[src/rtl/tag_rx_hop_integrator.sv]
// tag_rx_hop_integrator: per-hop I/Q integrator with settling skip and a valid/ready result register
module tag_rx_hop_integrator #(
  parameter int DATA_WIDTH  = 16,
  parameter int ACC_WIDTH   = 32,
  parameter int NUM_HOPS    = 64,
  parameter int SAMPLE_SKIP = 16,
  parameter int HIW         = $clog2(NUM_HOPS)
) (
  input  logic                         clk_i,
  input  logic                         rst_ni,
  input  logic [1:0]                   rx_state_i,
  input  logic                         in_valid_i,
  input  logic signed [DATA_WIDTH-1:0] irx_i,
  input  logic signed [DATA_WIDTH-1:0] qrx_i,
  input  logic                         out_ready_i,
  input  logic                         clear_overrun_i,
  output logic                         out_valid_o,
  output logic signed [ACC_WIDTH-1:0]  acc_i_o,
  output logic signed [ACC_WIDTH-1:0]  acc_q_o,
  output logic [DATA_WIDTH-1:0]        n_samples_o,
  output logic [HIW-1:0]               hop_idx_o,
  output logic                         frame_last_o,
  output logic                         sat_o,
  output logic                         overrun_o,
  output logic                         busy_o
);
  localparam int SW = SAMPLE_SKIP > 0 ? $clog2(SAMPLE_SKIP + 1) : 1;
  localparam logic [ACC_WIDTH-1:0] ACC_MAX = {1'b0, {(ACC_WIDTH-1){1'b1}}};
  localparam logic [ACC_WIDTH-1:0] ACC_MIN = {1'b1, {(ACC_WIDTH-1){1'b0}}};
  localparam logic [HIW-1:0] HOP_LAST = HIW'(NUM_HOPS - 1);

  typedef enum logic [1:0] {IDLE, SKIP, ACCUM} state_e;

  state_e                 state_q;
  logic [SW-1:0]          skip_q, skip_d, skip_base;
  logic [ACC_WIDTH-1:0]   ai_q, aq_q, ai_d, aq_d, ai_base, aq_base;
  logic [ACC_WIDTH:0]     ai_sum, aq_sum;
  logic [DATA_WIDTH-1:0]  cnt_q, cnt_d, cnt_base;
  logic [HIW-1:0]         hop_q;
  logic                   sat_q, clip_ai, clip_aq, hop_rx, take, entry_acc;

  // Saturating next-sum and skip countdown; from IDLE the window starts from zero
  always_comb begin
    hop_rx    = rx_state_i == 2'b11;
    take      = hop_rx && in_valid_i;
    entry_acc = take && SAMPLE_SKIP == 0;
    ai_base   = state_q == IDLE ? '0 : ai_q;
    aq_base   = state_q == IDLE ? '0 : aq_q;
    cnt_base  = state_q == IDLE ? '0 : cnt_q;
    skip_base = state_q == IDLE ? SW'(SAMPLE_SKIP) : skip_q;
    skip_d    = skip_base - SW'(take);
    ai_sum    = {ai_base[ACC_WIDTH-1], ai_base} + {{(ACC_WIDTH+1-DATA_WIDTH){irx_i[DATA_WIDTH-1]}}, irx_i};
    aq_sum    = {aq_base[ACC_WIDTH-1], aq_base} + {{(ACC_WIDTH+1-DATA_WIDTH){qrx_i[DATA_WIDTH-1]}}, qrx_i};
    clip_ai   = ai_sum[ACC_WIDTH] ^ ai_sum[ACC_WIDTH-1];
    clip_aq   = aq_sum[ACC_WIDTH] ^ aq_sum[ACC_WIDTH-1];
    ai_d      = clip_ai ? (ai_sum[ACC_WIDTH] ? ACC_MIN : ACC_MAX) : ai_sum[ACC_WIDTH-1:0];
    aq_d      = clip_aq ? (aq_sum[ACC_WIDTH] ? ACC_MIN : ACC_MAX) : aq_sum[ACC_WIDTH-1:0];
    cnt_d     = &cnt_base ? cnt_base : cnt_base + 1'b1;
  end

  // Window FSM, accumulators, hop counter and the registered result/handshake outputs
  always_ff @(posedge clk_i or negedge rst_ni) begin
    if (!rst_ni) begin
      state_q      <= IDLE;
      skip_q       <= '0;
      ai_q         <= '0;
      aq_q         <= '0;
      cnt_q        <= '0;
      sat_q        <= 1'b0;
      hop_q        <= '0;
      out_valid_o  <= 1'b0;
      acc_i_o      <= '0;
      acc_q_o      <= '0;
      n_samples_o  <= '0;
      hop_idx_o    <= '0;
      frame_last_o <= 1'b0;
      sat_o        <= 1'b0;
      overrun_o    <= 1'b0;
      busy_o       <= 1'b0;
    end else begin
      if (out_ready_i) out_valid_o <= 1'b0;
      overrun_o <= overrun_o && !clear_overrun_i;
      case (state_q)
        IDLE: if (hop_rx) begin
          state_q <= (SAMPLE_SKIP == 0 || skip_d == '0) ? ACCUM : SKIP;
          busy_o  <= 1'b1;
          skip_q  <= skip_d;
          ai_q    <= entry_acc ? ai_d : '0;
          aq_q    <= entry_acc ? aq_d : '0;
          cnt_q   <= entry_acc ? cnt_d : '0;
          sat_q   <= entry_acc && (clip_ai || clip_aq);
        end
        SKIP, ACCUM: if (!hop_rx) begin
          state_q      <= IDLE;
          busy_o       <= 1'b0;
          out_valid_o  <= 1'b1;
          acc_i_o      <= ai_q;
          acc_q_o      <= aq_q;
          n_samples_o  <= cnt_q;
          hop_idx_o    <= hop_q;
          frame_last_o <= hop_q == HOP_LAST;
          sat_o        <= sat_q;
          overrun_o    <= (out_valid_o && !out_ready_i) || (overrun_o && !clear_overrun_i);
          hop_q        <= hop_q == HOP_LAST ? '0 : hop_q + 1'b1;
        end else if (take && state_q == SKIP) begin
          skip_q <= skip_d;
          if (skip_d == '0) state_q <= ACCUM;
        end else if (take) begin
          ai_q  <= ai_d;
          aq_q  <= aq_d;
          cnt_q <= cnt_d;
          sat_q <= sat_q || clip_ai || clip_aq;
        end
        default: state_q <= IDLE;
      endcase
    end
  end
endmodule

[config.mk]
export PLATFORM = sky130hd
export DESIGN_NAME = tag_rx_hop_integrator
export DESIGN_NICKNAME = d
export VERILOG_FILES = /design/src/rtl/tag_rx_hop_integrator.sv
export SDC_FILE = /design/constraint.sdc
export NUM_CORES = 1
export LEC_CHECK = 0
export BUFFER_PORTS_ARGS = -buffer_cell sky130_fd_sc_hd__buf_2
export CELL_PAD_IN_SITES_DETAIL_PLACEMENT = 0
export CELL_PAD_IN_SITES_GLOBAL_PLACEMENT = 1
export CORE_MARGIN = 5
export CORE_UTILIZATION = 31
export CTS_CLUSTER_DIAMETER = 150
export CTS_CLUSTER_SIZE = 8
export DETAILED_ROUTE_END_ITERATION = 16
export GPL_TIMING_DRIVEN = 1
export PLACE_DENSITY_LB_ADDON = 0.1
export SYNTH_ARGS = -nofsm -noshare
export SYNTH_HDL_FRONTEND = slang
export SYNTH_SLANG_ARGS = --single-unit
[constraint.sdc]
create_clock -name clk_i -period 4.46 [get_ports clk_i]
set_input_delay 0.223 -clock clk_i [delete_from_list [all_inputs] [get_ports clk_i]]
set_output_delay 0.223 -clock clk_i [all_outputs]
set_load 0.01 [all_outputs]
---- Yosys cells after proc, flatten, opt, wreduce, memory -nomap -nowiden ----
Index checks and enable logic that the tools add are counted.
Widths: inputs -> output; s select.
operators by class
  mux-type cells .......................... 47
  reduce and logical (&&, ||, !) cells .... 19
  order comparisons ....................... 0
  div/mod/pow operators ................... 0
  multipliers ............................. 0
  bitwise logic cells ..................... 3
  eq/ne operators ......................... 12
  $add $sub $neg .......................... 5
  shifts and indexed selects .............. 0
operator list
  kind                   count
  $mux 32                13
  $pmux 32 s2            2
  $mux 16                6
  $add 32x16->33         2
  $pmux 16 s2            1
  $mux 5                 4
  $add 16x1->16 const B  1
  $reduce_and 16->1      1
  $ne 2x2->1 const B     6
  $mux 1                 11
  $mux 2                 5
  $pmux 5 s2             1
  $add 6x1->6 const B    1
  $eq 6x6->1 const B     1
  $mux 6                 1
  $ne 3x3->1 const B     2
  $reduce_and 3->1       2
  $logic_not 5->1        1
  $reduce_and 5->1       1
  $sub 5x1->5            1
  $eq 2x2->1 const B     2
  $logic_and 1x1->1      4
  $pmux 1 s2             2
  $pmux 2 s2             1
  10 further kinds       14
word-level totals
  register bits after elaboration ......... 185
  memories ................................ 0
  memory bits (writable) .................. 0
  ROM bits ................................ 0
  logic and storage cells ................. 102
  bits in latches ......................... 0

---- Longest topological paths before layout ----
Gate-level depths: netlist of run 1.
  depth in word-level cells ............... 10
  mapped depth ............................ 19
  depth with buffers taken out ............ 14

---- Worst setup path before layout of run 1 ----
No wires, ideal clock.
  kind .................................... reg2reg
  from .................................... reg state_q[0]
  to ...................................... reg aq_q[27]
  setup slack ............................. 0.210 ns
  data required time ...................... 4.334 ns
  period minus slack after synthesis ...... 4.250 ns
  cell stages (with the launch flop) ...... 20
  library setup time ...................... 0.126 ns
  arrival time ............................ 4.124 ns
  cells stage by stage .................... dfrtp_1 > inv_1 > ha_1 > clkbuf_1 > clkbuf_1 > clkbuf_1 > nor2b_1 > ha_1 > fa_1 > a211oi_2 > o21a_2 > a211oi_2 > o211ai_2 > a31oi_1 > a311o_1 > and3_1 > and2_4 > buf_4 > buf_6 > a221o_1
on the way
  cells in the longest elaborated chain, start to end .. 9
  elaborated cells on any way between the ends .. 20
  those cells by class .................... add/sub: 1; eq/ne: 6; mux: 7; bitwise: 1; reduce/logical: 5
ends and longest elaborated chain
  what                                    line    text
  start: declaration                      34      state_e state_q;
  start signal: assignment                85      state_q <= (SAMPLE_SKIP == 0 || skip_d == '0) ? ACCUM : SKIP;
  $logic_not 2->1                         48, 83
  $mux 32                                 48      aq_base = state_q == IDLE ? '0 : aq_q;
  $add 32x16->33                          53      aq_sum = {aq_base[ACC_WIDTH-1], aq_base} + {{(ACC_WIDTH+1-DATA_WIDTH){qrx_i[DATA_WIDTH-1]}}, qrx_i};
  $mux 32 or $xor 1x1->1 (tied branches)  57, 55
  $mux 32                                 57      aq_d = clip_aq ? (aq_sum[ACC_WIDTH] ? ACC_MIN : ACC_MAX) : aq_sum[ACC_WIDTH-1:0];
  $mux 32                                 108     end else if (take) begin
  $mux 32                                 105     end else if (take && state_q == SKIP) begin
  $mux 32                                 93      SKIP, ACCUM: if (!hop_rx) begin
  $pmux 32 s2                             83      case (state_q)
  end signal: assignment                  89      aq_q <= entry_acc ? aq_d : '0;
  end signal: assignment                  110     aq_q <= aq_d;
  end: declaration                        36      logic [ACC_WIDTH-1:0] ai_q, aq_q, ai_d, aq_d, ai_base, aq_base;
Parallel ways exist; a longest one is shown, timed or not. The select of a mux whose other input is x is not followed.
A chain may end at the register's enable or synchronous reset.

---- Worst setup path in the final report of run 1 ----
  from .................................... reg state_q[1]
  to ...................................... reg aq_q[18]
Same word-level chain as after synthesis.

==> flow_metrics.tcl, run 1 <==
set metrics [dict create \
    gp_congestion 0.821 \
    hold_viol 0 \
    skew_ns 0.0100 \
    netlist_instances 1372 \
    dp_cells 1921 \
    fin_crit_ns 4.02 \
    dr.first_iter.drc_count 497 \
    critPathMaxStageDelay_ns 0.44 \
    r2r-start "state_q[1]" \
    die_x_um 203 \
    leakage_nw 6.81 \
    cts_tree "built" \
    fin_ws_ns 0.444 \
    fillers 3860 \
    cpMaxStageDelayCell "fa_1" \
    die-area_um2 41100 \
    first_pass_iters 4 \
    grt_max_degree 102 \
    synthArstFlopShare 1.00 \
    cp_max_fo 21 \
    ys_seq_area_frac 0.402 \
    antenna_found_initial 0 \
    period_share 0.900 \
    ys_types 70 \
    ys.flop_type "dfrtp_1" \
    yosysTopAreaCellShare 0.402 \
    ff2ff_setup_slack_ns 0.44 \
    post_drt_wl_per_cell_um 17.4 \
    tightest_slew_ns 0.888 \
    fmax_mhz 249 \
    insertion_delay_ns 0.44 \
    place_ws_ns 0.436 \
    design_area_um2 13400 \
    grtUsageTotal 0.167 \
    routed_wl_um 34100 \
    grt_pass1_wl_um 55800 \
    synth_most_common_cell "nand2_1" \
    rsz0062_at_grt "false" \
    yosys-top-cells-count "nand2_1, dfrtp_1, a21oi_1, ha_1, nor2b_1" \
    grt_overflow 0 \
    numCtsBuffers 17 \
    syn_area_um2 11500 \
    cp-end-kind "flop" \
    clockRootBuffer "clkbuf_16" \
    finalSetupViolCount 0 \
    crit_type "reg2reg" \
    min_path_cells 3 \
    crit_path_frequent_cell "a211oi_2" \
    final_nets 1586 \
    syn_nets 1484 \
    powerDensity_nw_per_um2 433 \
    start_kind "flop" \
    whs_ns 0.0688 \
    die_h_um 203 \
    required_ns 4.78 \
    drv_slew 0 \
    yosysWarnings 0 \
    rr_endpoint "aq_q[18]" \
    postCtsSetupBuffers 0 \
    io_buffers 129 \
    vdd_drop_max_mv 0.274 \
    dpl_cell_area_um2 12700 \
    instances_no_fill 1954 \
    viasPerCell 5.05 \
    core_um2 36600 \
    cts_buffer_depth 2 \
    reg2reg_depth 15 \
    worstSetupStartpoint "state_q[1]" \
    worstHoldStart "out_ready_i" \
    ys_ff_latch 185 \
    hold_path.class "in2reg" \
    relSlewSlack 0.406 \
    setup-tns-final_ns 0 \
    synth_top_area_cell "dfrtp_1" \
    clock-sinks 185 \
    cpLargestDelayFamily "compound AO/OA/AOI/OAI gates" \
    p_total_mw 5.79 \
    cts.clk_slew.worst_paths_ns 0.07 \
    ant_nets 0 \
    utilization 0.365 \
    synth_edf_count 0 \
    grt_pass1_vias 10000 \
    h-tree-depth 4 \
    arrival_ns 4.34 \
    route.detailed.drc 0 \
    hold_end "out_valid_o" \
    vias 9873 \
    row_count 70 \
    yosys-top-cells-area "dfrtp_1, nand2_1, ha_1" \
    start_util 0.315 \
    maxCapViolCount 0 \
    path_buf_inv 2 \
    hpwlAfterDp_um 24300 \
    drive_above_1_share 0.135 \
    diodes 0 \
    io_pins 130 \
    status "finished, final reports clean" \
    syn-mean-instance-area_um2 8.39 \
    area_growth_syn_to_layout_pct 16.0 \
    cp_cell_sequence "inv_1 > ha_4 > nor2b_1 > ha_1 > fa_1 > a211oi_2 > o21a_2 > a211oi_2 > o211ai_2 > a31oi_1 > a311o_1 > and2_1 > o21a_1 > buf_12 > a221o_1" \
]
worst reg2reg max path: stages (launching register included):
cell and delay (ns):
dfrtp_1 0.41, inv_1 0.12, ha_4 0.25, nor2b_1 0.08, ha_1 0.22, fa_1 0.44
a211oi_2 0.21, o21a_2 0.21, a211oi_2 0.10, o211ai_2 0.21, a31oi_1 0.20, a311o_1 0.40
and2_1 0.16, o21a_1 0.35, buf_12 0.24, a221o_1 0.31
layout by cell type (no fill, tap or decap), drive strengths merged, types with 26 or more instances in the layout:
cell type	Yosys	layout
nand2	344	344
dfrtp	185	185
buf	15	150
o21ai	100	100
a21oi	82	82
ha	71	71
nor2b	70	70
nor2	51	51
nor3	41	41
xnor2	39	39
inv	32	36
a21o	35	35
a221o	30	30
nand3	26	26
flip-flops by register name (all words and copies together), names as in the netlist:
signal and flops:
acc_i_o 32, acc_q_o 32, ai_q 32, aq_q 32, cnt_q 16, n_samples_o 16
hop_idx_o 6, hop_q 6, skip_q 5, state_q 2, busy_o 1, frame_last_o 1
out_valid_o 1, overrun_o 1, sat_o 1, sat_q 1
how the worst max path moves through the flow:
stage / end / slack (ns) / cells past startpoint
2_1_floorplan: aq_q[27] / 0.21 / 19
3_3_place_gp: aq_q[18] / 0.53 / 15
3_5_place_dp: aq_q[9] / 0.44 / 15
4_1_cts: aq_q[17] / 0.42 / 15
5_1_grt: ai_q[17] / 0.16 / 16
6_report: aq_q[18] / 0.44 / 15
cells by family after synthesis:
kind of cell | share of synthesized area
DFF | 0.402
buffers and inverters | 0.0368
adders and majority gates | 0.0806
and+or+nand+nor | 0.242
AOI/OAI and AO/OA | 0.191
xor gates and xnor gates | 0.0449
muxes | 0.00272
what timing repair did:
item / 4_1_cts / 5_1_grt
hold endpoints to repair: 85 / 0
resized for setup: 0 / 0
hold buffers: 2 / 0
power by group:
part | leakage (nW) | internal (mW) | switching (mW)
Clock | 0.304 | 0.942 | 0.720
Sequential | 2.54 | 1.99 | 0.248
Combinational | 3.97 | 0.682 | 1.21
layout make-up:
type                    instances  area [um2]  area share
clock buffers                  17         425      0.0318
clock inverters                14         195      0.0146
inverters                      32         120     0.00899
multi-input cells            1085        6500       0.487
flip-flops and latches        185        4630       0.347
well taps                     468         586      0.0438
repair buffers                153         902      0.0675
routing by layer:
metal	GRT usage	up-vias	part of all wire
met5	0	-	0
met2	0.246	156	0.42
met1	0.255	4713	0.54
met4	0.0434	0	0.014
met3	0.0232	28	0.024
li1	-	4976	-
(Power assumes the default switching activity.)
==> run 2, diff against run 1 <==
--- a/config.mk
+++ b/config.mk
@@ -5,16 +5,19 @@
 export SDC_FILE = /design/constraint.sdc
 export NUM_CORES = 1
 export LEC_CHECK = 0
+export ABC_AREA = 0
 export BUFFER_PORTS_ARGS = -buffer_cell sky130_fd_sc_hd__buf_2
 export CELL_PAD_IN_SITES_DETAIL_PLACEMENT = 0
 export CELL_PAD_IN_SITES_GLOBAL_PLACEMENT = 1
 export CORE_MARGIN = 5
 export CORE_UTILIZATION = 31
+export CTS_BUF_LIST = sky130_fd_sc_hd__clkbuf_8
 export CTS_CLUSTER_DIAMETER = 150
 export CTS_CLUSTER_SIZE = 8
 export DETAILED_ROUTE_END_ITERATION = 16
 export GPL_TIMING_DRIVEN = 1
 export PLACE_DENSITY_LB_ADDON = 0.1
+export SLEW_MARGIN = 25
 export SYNTH_ARGS = -nofsm -noshare
 export SYNTH_HDL_FRONTEND = slang
 export SYNTH_SLANG_ARGS = --single-unit
==> flow_metrics.tcl, run 2 (synthesis results as in run 1) <==
set metrics [dict create \
    status "finished, final reports clean" \
    fin_crit_ns 4.02 \
    drv_slew 0 \
    die_x_um 203 \
    gp_congestion 0.821 \
    finalSetupViolCount 0 \
    hold_path.class "in2reg" \
    design_area_um2 13200 \
    crit_type "reg2reg" \
    row_count 70 \
    numCtsBuffers 17 \
    relSlewSlack 0.416 \
    io_pins 130 \
    multiInputGateArea_um2 6500 \
    required_ns 4.84 \
    cts_buffer_depth 2 \
    viasPerCell 5.03 \
    die_h_um 203 \
    hold_viol 0 \
    insertion_delay_ns 0.49 \
    start_util 0.315 \
    powerDensity_nw_per_um2 410 \
    ant_nets 0 \
    setup-tns-final_ns 0 \
    fmax_mhz 249 \
    postCtsSetupBuffers 0 \
    h-tree-depth 4 \
    grt_overflow 0 \
    final_common_cell "nand2_1" \
    vias 9840 \
    first_pass_iters 4 \
    antenna_found_initial 0 \
    tightest_slew_ns 0.874 \
    period_share 0.901 \
    grt_max_degree 102 \
    drive_above_1_share 0.134 \
    clock-sinks 185 \
    maxCapViolCount 0 \
    whs_ns 0.0902 \
    final_cell_mix "nand2_1, dfrtp_1, buf_2" \
    core_um2 36600 \
    clockRootBuffer "clkbuf_8" \
    grt_pass1_wl_um 55700 \
    utilization 0.360 \
    seqCellArea_um2 4630 \
    cts.clk_slew.worst_paths_ns 0.10 \
    routed_wl_um 34100 \
    rsz0062_at_grt "false" \
    die-area_um2 41100 \
    start_kind "flop" \
    cp-end-kind "flop" \
    io_buffers 129 \
    area_growth_syn_to_layout_pct 14.5 \
    skew_ns 0.0130 \
    dr.first_iter.drc_count 510 \
    leakage_nw 6.74 \
    arrival_ns 4.39 \
    diodes 0 \
    final_nets 1588 \
    dpl_cell_area_um2 12700 \
    grtUsageTotal 0.166 \
    post_drt_wl_per_cell_um 17.4 \
    route.detailed.drc 0 \
    grt_pass1_vias 10000 \
    vdd_drop_max_mv 0.200 \
    hpwlAfterDp_um 24300 \
    fillers 3893 \
    cp_max_fo 21 \
    cts_tree "built" \
]
==> run 2: timing repair <==
item / in CTS / in global routing
resized for setup: 0 / 0
hold endpoints to repair: 86 / 0
hold buffers: 4 / 0
==> run 2: worst paths after layout <==
kind                            cells after the start  slack [ns]          end       start
max in group asynchronous                           3        3.09  acc_q_o[10]      rst_ni
worst min register to register                      2        0.48   acc_i_o[7]  acc_i_o[7]
worst max register to register                     15        0.44      aq_q[9]  state_q[1]
worst min-delay path                                3        0.09      aq_q[0]    qrx_i[0]
worst max-delay path                               15        0.44      aq_q[9]  state_q[1]
min in group asynchronous                           2        0.32    overrun_o      rst_ni
==> run 2: critical path, cell delays in order (launching register included) <==
cell,delay [ns]
dfrtp_1,0.42
inv_1,0.12
ha_4,0.25
nor2b_1,0.07
ha_1,0.22
fa_1,0.44
a211oi_2,0.21
o21a_2,0.21
a211oi_2,0.10
o211ai_2,0.20
a31oi_1,0.20
a311o_1,0.40
and2_1,0.16
o21a_1,0.35
buf_12,0.24
a221o_1,0.30
==> run 2: cell type report <==
| cell class | count | share of cell area |
|---|---|---|
| Clock buffer | 17 | 0.0177 |
| Clock inverter | 14 | 0.0148 |
| Inverter | 32 | 0.00911 |
| Multi-Input combinational cell | 1085 | 0.493 |
| Sequential cell | 185 | 0.351 |
| Tap cell | 468 | 0.0444 |
| Timing Repair Buffer | 155 | 0.0699 |
==> run 2: per-stage QoR <==
stage / std cells / setup WS (ns) / power (mW)
2_1_floorplan: 1372 / 0.210 / 3.42
3_3_place_gp: 1921 / 0.529 / 4.19
3_5_place_dp: 1921 / 0.436 / 4.20
4_1_cts: 1956 / 0.416 / 5.53
5_1_grt: 1956 / 0.154 / 5.81
6_report: 1956 / 0.442 / 5.41
==> run 2: layer usage <==
metal / GRT usage / share of wire
met5: 0 / 0
met4: 0.0427 / 0.014
met3: 0.0227 / 0.026
met2: 0.246 / 0.42
met1: 0.255 / 0.54
==> run 2: power by group <==
part	switching (mW)	internal, mW
Clock	0.673	0.613
Combinational	1.21	0.685
Sequential	0.248	1.99
Total	2.13	3.29
==> run 3, diff against run 2 <==
--- a/config.mk
+++ b/config.mk
@@ -9,7 +9,7 @@
 export BUFFER_PORTS_ARGS = -buffer_cell sky130_fd_sc_hd__buf_2
 export CELL_PAD_IN_SITES_DETAIL_PLACEMENT = 0
 export CELL_PAD_IN_SITES_GLOBAL_PLACEMENT = 1
-export CORE_MARGIN = 5
+export CORE_MARGIN = 2
 export CORE_UTILIZATION = 31
 export CTS_BUF_LIST = sky130_fd_sc_hd__clkbuf_8
 export CTS_CLUSTER_DIAMETER = 150
==> flow_metrics.tcl, run 3 (synthesis results as in run 1) <==
set metrics [dict create \
    switching_share 0.393 \
    tightest_slew_ns 0.742 \
    dr.first_iter.drc_count 549 \
    gp_congestion 0.825 \
    final_cell_mix "nand2_1, dfrtp_1, buf_2" \
    crit_type "reg2reg" \
    cts_tree "built" \
    area_growth_syn_to_layout_pct 14.2 \
    grt_pass1_wl_um 54800 \
    cts.clk_slew.worst_paths_ns 0.10 \
    min_path_cells 3 \
    cts_buffer_depth 2 \
    cpMaxStageDelayCell "dfrtp_1" \
    clockRootBuffer "clkbuf_8" \
    critPathMaxStageDelay_ns 0.43 \
    grt_max_degree 111 \
    clkPwrFrac 0.238 \
    fin_ws_ns 0.352 \
    die_h_um 197 \
    io_pins 130 \
    finalSetupViolCount 0 \
    final_nets 1585 \
    grt_pass1_vias 9817 \
    start_kind "flop" \
    leakage_nw 6.72 \
    arrival_ns 4.53 \
    place_ws_ns 0.239 \
    post_drt_wl_per_cell_um 17.2 \
    ff2ff_setup_slack_ns 0.35 \
    r2r-start "state_q[0]" \
    drv_slew 0 \
    grt_overflow 0 \
    clock-sinks 185 \
    io_buffers 129 \
    fmax_mhz 243 \
    status "finished, final reports clean" \
    rr_endpoint "ai_q[5]" \
    pwr-share-seq 0.416 \
    insertion_delay_ns 0.50 \
    combPwrFrac 0.346 \
    worstHoldStart "qrx_i[0]" \
    p_total_mw 5.37 \
    core_um2 36600 \
    rsz0062_at_grt "false" \
    hold_viol 0 \
    die-area_um2 38700 \
    ant_nets 0 \
    first_pass_iters 5 \
    start_util 0.315 \
    cp_cell_sequence "inv_1 > ha_4 > buf_6 > nor2b_1 > ha_1 > a211oi_1 > o211ai_1 > a41oi_1 > buf_4 > a21o_1 > a211oi_1 > o211ai_1 > nand2_1 > a221o_1 > buf_4 > o21ai_1" \
    routed_wl_um 33600 \
    final_common_cell "nand2_1" \
    whs_ns 0.0865 \
    drive_above_1_share 0.133 \
    vias 9898 \
    hold_path.class "in2reg" \
    postCtsSetupBuffers 0 \
    cp_max_fo 25 \
    numCtsBuffers 17 \
    period_share 0.921 \
    required_ns 4.88 \
    hpwlAfterDp_um 23700 \
    row_count 70 \
    antenna_found_initial 2 \
    reg2reg_depth 16 \
    grtUsageTotal 0.179 \
    dp_cells 1917 \
    powerDensity_nw_per_um2 408 \
    viasPerCell 5.07 \
    instances_no_fill 1954 \
    hold_end "aq_q[0]" \
    relSlewSlack 0.505 \
    cp-end-kind "flop" \
    skew_ns 0.0128 \
    vdd_drop_max_mv 0.199 \
    h-tree-depth 4 \
    fin_crit_ns 4.11 \
    route.detailed.drc 0 \
    die_x_um 197 \
    maxCapViolCount 0 \
    power.internal_mw 3.26 \
    power.switching_mw 2.11 \
    setup-tns-final_ns 0 \
]
-- run 3: changes by cell type in the layout (fill, tap and decap cells not counted) --
| cell | change |
|---|---|
| buf_12 | -3 |
| o21a_1 | -1 |
| diode_2 | +1 |
| o21a_2 | +1 |
| buf_6 | +1 |
| buf_16 | +1 |
| buf_4 | -2 |
-- run 3: cell type report --
class,instances,area [um2]
fill,3901,23500
multi-input combinational,1085,6500
clock buffer,17,234
tap,468,586
sequential,185,4630
antenna,1,2.50
inverter,32,120
timing repair buffer,152,886
clock inverter,14,195
-- run 3: routing by layer --
layer	routed length (um)	global-route usage	part of all wire	vias to the layer above
met5	12	0	0.00036	-
met4	462	0.0482	0.014	2
met3	1100	0.0311	0.033	26
met2	13900	0.262	0.41	145
met1	18100	0.269	0.54	4715
li1	-	-	-	5010
-- run 3: metrics by stage --
step,cell area [um2],util
final,13200,0.359
after global placement,12700,0.346
after detailed placement,12700,0.346
after floorplan,11500,-
after CTS,13100,0.358
after global routing,13200,0.359
-- run 3: power groups by stage --
stage          Sequential, mW  Clock (mW)  Combinational [mW]
4_1_cts                  2.24        1.34                1.89
6_report                 2.23        1.28                1.86
3_3_place_gp             2.27           0                1.87
5_1_grt                  2.29        1.40                2.10
3_5_place_dp             2.27           0                1.88
2_1_floorplan            2.28           0                1.14
-- run 3: worst max path at each step --
stage | cells after the start | to | startpoint
finish | 16 | ai_q[5] | state_q[0]
global route | 15 | ai_q[17] | state_q[1]
CTS | 15 | aq_q[8] | state_q[0]
global placement | 15 | aq_q[10] | state_q[0]
detailed placement | 15 | aq_q[0] | state_q[0]
floorplan | 19 | aq_q[27] | state_q[0]
-- run 3: timing repair --
| action | in CTS | in global routing |
|---|---|---|
| resized for setup | 0 | 2 |
| hold buffers | 4 | 0 |
| hold endpoints to repair | 111 | 0 |
| endpoints found under the setup margin | 0 | 31 |
-- run 3: critical path, delay by kind of cell, from the launching register on --
kind                       cells  cell delay [ns]
and+or+nand+nor                2             0.22
buffers and inverters          4             0.78
adders and majority gates      2             0.62
AOI/OAI and AO/OA              8             1.95
DFF                            1             0.43
